--- src/rtl/stack_pkg.sv ---
// rtl/stack_pkg.sv - shared opcodes, states and size defaults for the stack controller
package stack_pkg;

  localparam int DEF_DW    = 8;
  localparam int DEF_AW    = 7;
  localparam int DEF_DEPTH = 128;
  localparam logic [DEF_AW-1:0] DEF_BASE = 7'h7F;

  localparam logic [2:0] OP_PUSH  = 3'd0;
  localparam logic [2:0] OP_POP   = 3'd1;
  localparam logic [2:0] OP_ADD   = 3'd2;
  localparam logic [2:0] OP_SUB   = 3'd3;
  localparam logic [2:0] OP_CLEAR = 3'd4;

  typedef enum logic [1:0] {
    IDLE = 2'd0,
    WR   = 2'd1,
    RD   = 2'd2,
    CAP  = 2'd3
  } state_t;

endpackage

--- src/rtl/stack_alu.sv ---
// rtl/stack_alu.sv - modulo 2^DW add/subtract used to combine the two top entries
module stack_alu #(
  parameter int DW = 8
) (
  input  logic [DW-1:0] a,
  input  logic [DW-1:0] b,
  input  logic          sub,
  output logic [DW-1:0] y
);

  // carry and borrow fall off the top bit by design
  always_comb begin
    y = sub ? (a - b) : (a + b);
  end

endmodule

--- src/rtl/stack_ctrl.sv ---
// rtl/stack_ctrl.sv - stack-calculator controller driving a single-port RAM
module stack_ctrl
  import stack_pkg::*;
#(
  parameter int DW    = DEF_DW,
  parameter int AW    = DEF_AW,
  parameter int DEPTH = DEF_DEPTH,
  parameter logic [AW-1:0] BASE = DEF_BASE
) (
  input  logic          clock,
  input  logic          reset_n,
  input  logic          op_valid,
  input  logic [2:0]    op,
  output logic          op_ready,
  input  logic [DW-1:0] push_data,
  output logic          mem_cs,
  output logic          mem_we,
  output logic [AW-1:0] mem_addr,
  output logic [DW-1:0] mem_wdata,
  input  logic [DW-1:0] mem_rdata,
  output logic [DW-1:0] top_value,
  output logic [AW-1:0] top_addr,
  output logic [AW:0]   count,
  output logic          empty,
  output logic          full,
  output logic          error
);

  localparam logic [AW:0]   CNT_FULL = (AW+1)'(DEPTH);
  localparam logic [AW:0]   CNT_ONE  = (AW+1)'(1);
  localparam logic [AW:0]   CNT_TWO  = (AW+1)'(2);
  localparam logic [AW-1:0] ADDR_ONE = AW'(1);

  state_t          state;
  logic [2:0]      op_q;
  logic [AW-1:0]   count_lo;
  logic [AW-1:0]   next_addr;
  logic [DW-1:0]   alu_y;

  assign count_lo = count[AW-1:0];
  assign empty    = (count == '0);
  assign full     = (count == CNT_FULL);
  assign op_ready = (state == IDLE);

  // top sits at BASE-count+1; the empty stack reports BASE
  assign top_addr = empty ? BASE : (BASE - count_lo + ADDR_ONE);

  // one below the top: the second operand for ADD/SUB and the new top after a POP
  assign next_addr = top_addr + ADDR_ONE;

  // RAM read data is the left operand so SUB yields second minus top
  stack_alu #(
    .DW (DW)
  ) u_alu (
    .a   (mem_rdata),
    .b   (top_value),
    .sub (op_q == OP_SUB),
    .y   (alu_y)
  );

  // operation sequencer; mem_* pulse for exactly one cycle per access state
  always_ff @(posedge clock or negedge reset_n) begin
    if (!reset_n) begin
      state     <= IDLE;
      op_q      <= OP_PUSH;
      count     <= '0;
      top_value <= '0;
      mem_cs    <= 1'b0;
      mem_we    <= 1'b0;
      mem_addr  <= '0;
      mem_wdata <= '0;
      error     <= 1'b0;
    end else begin
      error  <= 1'b0;
      mem_cs <= 1'b0;
      mem_we <= 1'b0;
      case (state)
        IDLE: begin
          if (op_valid) begin
            op_q <= op;
            case (op)
              OP_PUSH: begin
                if (full) begin
                  error <= 1'b1;
                end else begin
                  state     <= WR;
                  mem_cs    <= 1'b1;
                  mem_we    <= 1'b1;
                  mem_addr  <= BASE - count_lo;
                  mem_wdata <= push_data;
                end
              end
              OP_POP: begin
                if (empty) begin
                  error <= 1'b1;
                end else begin
                  count <= count - CNT_ONE;
                  if (count == CNT_ONE) begin
                    top_value <= '0;
                  end else begin
                    state    <= RD;
                    mem_cs   <= 1'b1;
                    mem_addr <= next_addr;
                  end
                end
              end
              OP_ADD, OP_SUB: begin
                if (count < CNT_TWO) begin
                  error <= 1'b1;
                end else begin
                  state    <= RD;
                  mem_cs   <= 1'b1;
                  mem_addr <= next_addr;
                end
              end
              OP_CLEAR: begin
                count     <= '0;
                top_value <= '0;
              end
              default: begin
                error <= 1'b1;
              end
            endcase
          end
        end
        RD: begin
          state <= CAP;
        end
        CAP: begin
          if (op_q == OP_POP) begin
            top_value <= mem_rdata;
            state     <= IDLE;
          end else begin
            state     <= WR;
            mem_cs    <= 1'b1;
            mem_we    <= 1'b1;
            mem_addr  <= next_addr;
            mem_wdata <= alu_y;
          end
        end
        WR: begin
          // the written word is the new top for both PUSH and ADD/SUB
          top_value <= mem_wdata;
          count     <= (op_q == OP_PUSH) ? (count + CNT_ONE) : (count - CNT_ONE);
          state     <= IDLE;
        end
        default: begin
          state <= IDLE;
        end
      endcase
    end
  end

endmodule

--- config.mk ---
export PLATFORM = sky130hd
export DESIGN_NAME = stack_ctrl
export DESIGN_NICKNAME = d
export VERILOG_FILES = /design/src/rtl/stack_pkg.sv /design/src/rtl/stack_alu.sv /design/src/rtl/stack_ctrl.sv
export SDC_FILE = /design/constraint.sdc
export NUM_CORES = 1
export LEC_CHECK = 0
export BUFFER_PORTS_ARGS = -buffer_cell sky130_fd_sc_hd__buf_2
export CORE_UTILIZATION = 55
export DETAILED_ROUTE_END_ITERATION = 8
export MAX_ROUTING_LAYER = met4
export PLACE_DENSITY = 0.85
export SLEW_MARGIN = 25
export SYNTH_ARGS = -nofsm -noshare
export SYNTH_HDL_FRONTEND = slang
export SYNTH_SLANG_ARGS = --single-unit
--- constraint.sdc ---
create_clock -name clock -period 4.2 [get_ports clock]
set_input_delay 0.84 -clock clock [delete_from_list [all_inputs] [get_ports clock]]
set_output_delay 0.84 -clock clock [all_outputs]
set_load 0.005 [all_outputs]
==> impl_metrics.yaml <==
detailed_routing:
  drt-wirelength-per-cell_um: 16.8
  num_vias: 3002
  dr.pass1.iters: 5
  drtIter0Drc: 228
  drc: 0
  viasPerCell: 6.19
  ant_nets: 0
  finalWirelength_um: 8140
floorplan:
  die_w_um: 77.0
  ios: 66
  core-area_mm2: 0.00527
  initial_core_util: 0.588
  die_area_mm2: 0.00593
  placementRows: 26
  die_y_um: 77.0
clock_network:
  cts_resized: 0
  clock-sinks: 39
  cts_tree: "built"
  cts.path.max_buffers: 2
  clk_latency_ps: 300
  htreeDepth: 2
  cts_hold_buf: 0
  cts_setup_buffers: 0
  cts_root_buffer: "clkbuf_8"
  path_clk_slew_ps: 80
  cts_buffers: 5
critical_path:
  start_kind: "flip-flop"
  ff2ff_path_depth: 11
  critPathSlowestCell: "nor3b_1"
  end_kind: "flip-flop"
  path_cells: "inv_1, ha_1, nor3b_1, nand2_1, nand2b_1, ha_1, inv_1, o311ai_0, o21ai_0, o41ai_1, o21ai_0"
  cp_data_arrival_time_ps: 3850
  critPathRequiredTime_ps: 4370
  slowest_delay_ps: 560
  r2r-end: "mem_addr[4]"
  cp.depth: 11
  crit_family: "simple AND/OR/NAND/NOR gates"
  worstReg2RegStart: "count[0]"
  reg2reg_slack_ps: 520
  critPathBufInv: 2
  critPathKind: "reg2reg"
  cp_max_fo: 13
timing:
  skew_ps: 6.23
  worstMarginPinSlew_ps: 921
  hold_viol: 0
  relSlewSlack: 0.386
  min_period_ps: 3680
  tns_ps: 0
  period_share: 0.877
  final_max_slew_viol_count: 0
  rsz0062_at_grt: "false"
  setup_viol: 0
  clock.fmax_ghz: 0.271
yosys:
  synth_top_cell_by_area: "dfrtp_1"
  synthAdderAreaFrac: 0.0711
  post-synth-top-count-cell: "dfrtp_1"
  yosys_most_used_dff: "dfrtp_1"
  ys_seq_elements: 39
  ys.warnings.count: 0
  synth_area_leaders: "dfrtp_1 (32%), ha_1 (6.5%), a21oi_1 (4.5%)"
  ys_seq_area_frac: 0.315
  synthCells: 361
  synth-compound-area-share: 0.218
  synth_xor_area_frac: 0.0566
  synth_top_family_by_area: "compound AO/OA/AOI/OAI gates"
  netlist_top_cells_count: "dfrtp_1 (39), nor2_1 (34), nand2_1 (32), a21oi_1 (28), o21ai_0 (21)"
  syn_area_mm2: 0.00310
  synthMuxAreaShare: 0.0828
  syn_nets: 400
  synthArstFlopShare: 1.00
  yosys.area.top_type_share: 0.315
  avgSynthCellArea_um2: 8.58
  synth_cell_types: 57
  synth-simple-area-share: 0.202
  synth_edf_count: 0
worst_hold_path:
  hp-start: "mem_addr[4]"
  hold_path_class: "reg2reg"
  worstHoldPathCells: 2
  holdPathEnd: "mem_addr[4]"
placed_design:
  hpwlAfterDp_um: 5950
  portBuffers: 65
  place.gp.congestion: 0.956
power:
  peakVddDrop_uv: 450
  power_density_mw_per_mm2: 892
  p_total_mw: 3.16
  p_leak_nw: 1.60
final_layout:
  layout.nets: 453
  drive_above_1_share: 0.236
  n_fill_cell: 466
  area_growth_syn_to_layout_pct: 14.3
  diodes: 0
flow_run:
  cap_violations: 0
global_route:
  antenna_found_initial: 0
  grtUsageTotal: 0.301
  grt_pass1_vias: 2901
  grt_pass1_wl_um: 13700
  grt_max_degree: 40
  grt-ovfl-total: 0
status:
  outcome: "finished, final reports clean"
## sequential cells by signal (all words and copies together), names as in the netlist
signal     cells
count          8
mem_cs         1
mem_addr       7
state          2
op_q           3
mem_wdata      8
mem_we         1
error          1
top_value      8
## final cells by class
cell class / instances / area, µm² / share of cell area
clock inverter: 2 / 35.0 / 0.00990
sequential: 39 / 976 / 0.276
timing repair buffer: 67 / 340 / 0.0962
clock buffer: 6 / 82.6 / 0.0233
multi-input combinational: 285 / 1960 / 0.553
tap: 70 / 87.6 / 0.0248
inverter: 16 / 60.1 / 0.0170
## cell usage in the layout, fill, tap and decap left out, drive strengths merged, types with 2 or more instances in the layout
cell type  instances
or2                2
a22oi              3
o21a               2
o311ai             2
xor2               5
a22o               5
nor2b              6
or4                3
or3                3
mux2              11
buf               67
ha                16
xnor2             15
o21ai             24
or3b               2
inv               16
nor3               8
nand2             32
nor4b              3
dfrtp             39
nor3b              2
and3               4
nor2              34
a211oi             2
a31oi              8
mux2i             12
o31ai              8
clkbuf             6
nand2b             9
and3b              2
o211ai             2
a21oi             29
nand3              6
nand4              2
a21o               3
a221oi             2
o22ai              8
## kinds of logic after synthesis
family | after synthesis
AOI/OAI and AO/OA | 104
DFF | 39
buffers and inverters | 37
muxes | 23
xor gates and xnor gates | 20
and+or+nand+nor | 121
adders and majority gates | 17
## power by group
group | switching [mW] | internal, mW | leakage [nW]
clock network | 0.146 | 0.192 | 0.0612
logic | 1.11 | 0.912 | 1.06
registers | 0.246 | 0.550 | 0.477
total | 1.50 | 1.65 | 1.60
## worst min-delay path, delay by kind of cell (launching register included)
kind	cells	cell delay (ps)
DFF	1	340
AOI/OAI and AO/OA	1	60
and+or+nand+nor	1	50
## per-stage QoR
stage                     instance area (µm²)  hold WS [ps]   util  worst slack (ps)  cells
final                                    3540           485  0.671               516    485
after CTS                                3540           490  0.671               560    485
after detailed placement                 3420           472  0.649               573    477
after global routing                     3540           525  0.671              60.5    485
after floorplan                          3100           473      -              1370    361
after global placement                   3420           467  0.649               895    477
## layer usage
layer / wire length (µm) / part of all wire / track usage / up-vias
met1: 3390 / 0.42 / 0.368 / 1441
met5: 0 / 0 / - / -
met4: 175 / 0.022 / 0.123 / 0
met3: 594 / 0.073 / 0.0464 / 19
li1: - / - / - / 1402
met2: 3980 / 0.49 / 0.497 / 140
## worst max path at each step
stage / start / endpoint / slack, ps
floorplan: count[1] / mem_addr[4] / 1370
global placement: count[0] / mem_addr[4] / 890
detailed placement: count[0] / mem_addr[4] / 570
CTS: count[0] / mem_addr[4] / 560
global route: count[0] / mem_addr[4] / 60
finish: count[0] / mem_addr[4] / 520
(Power assumes the default switching activity.)
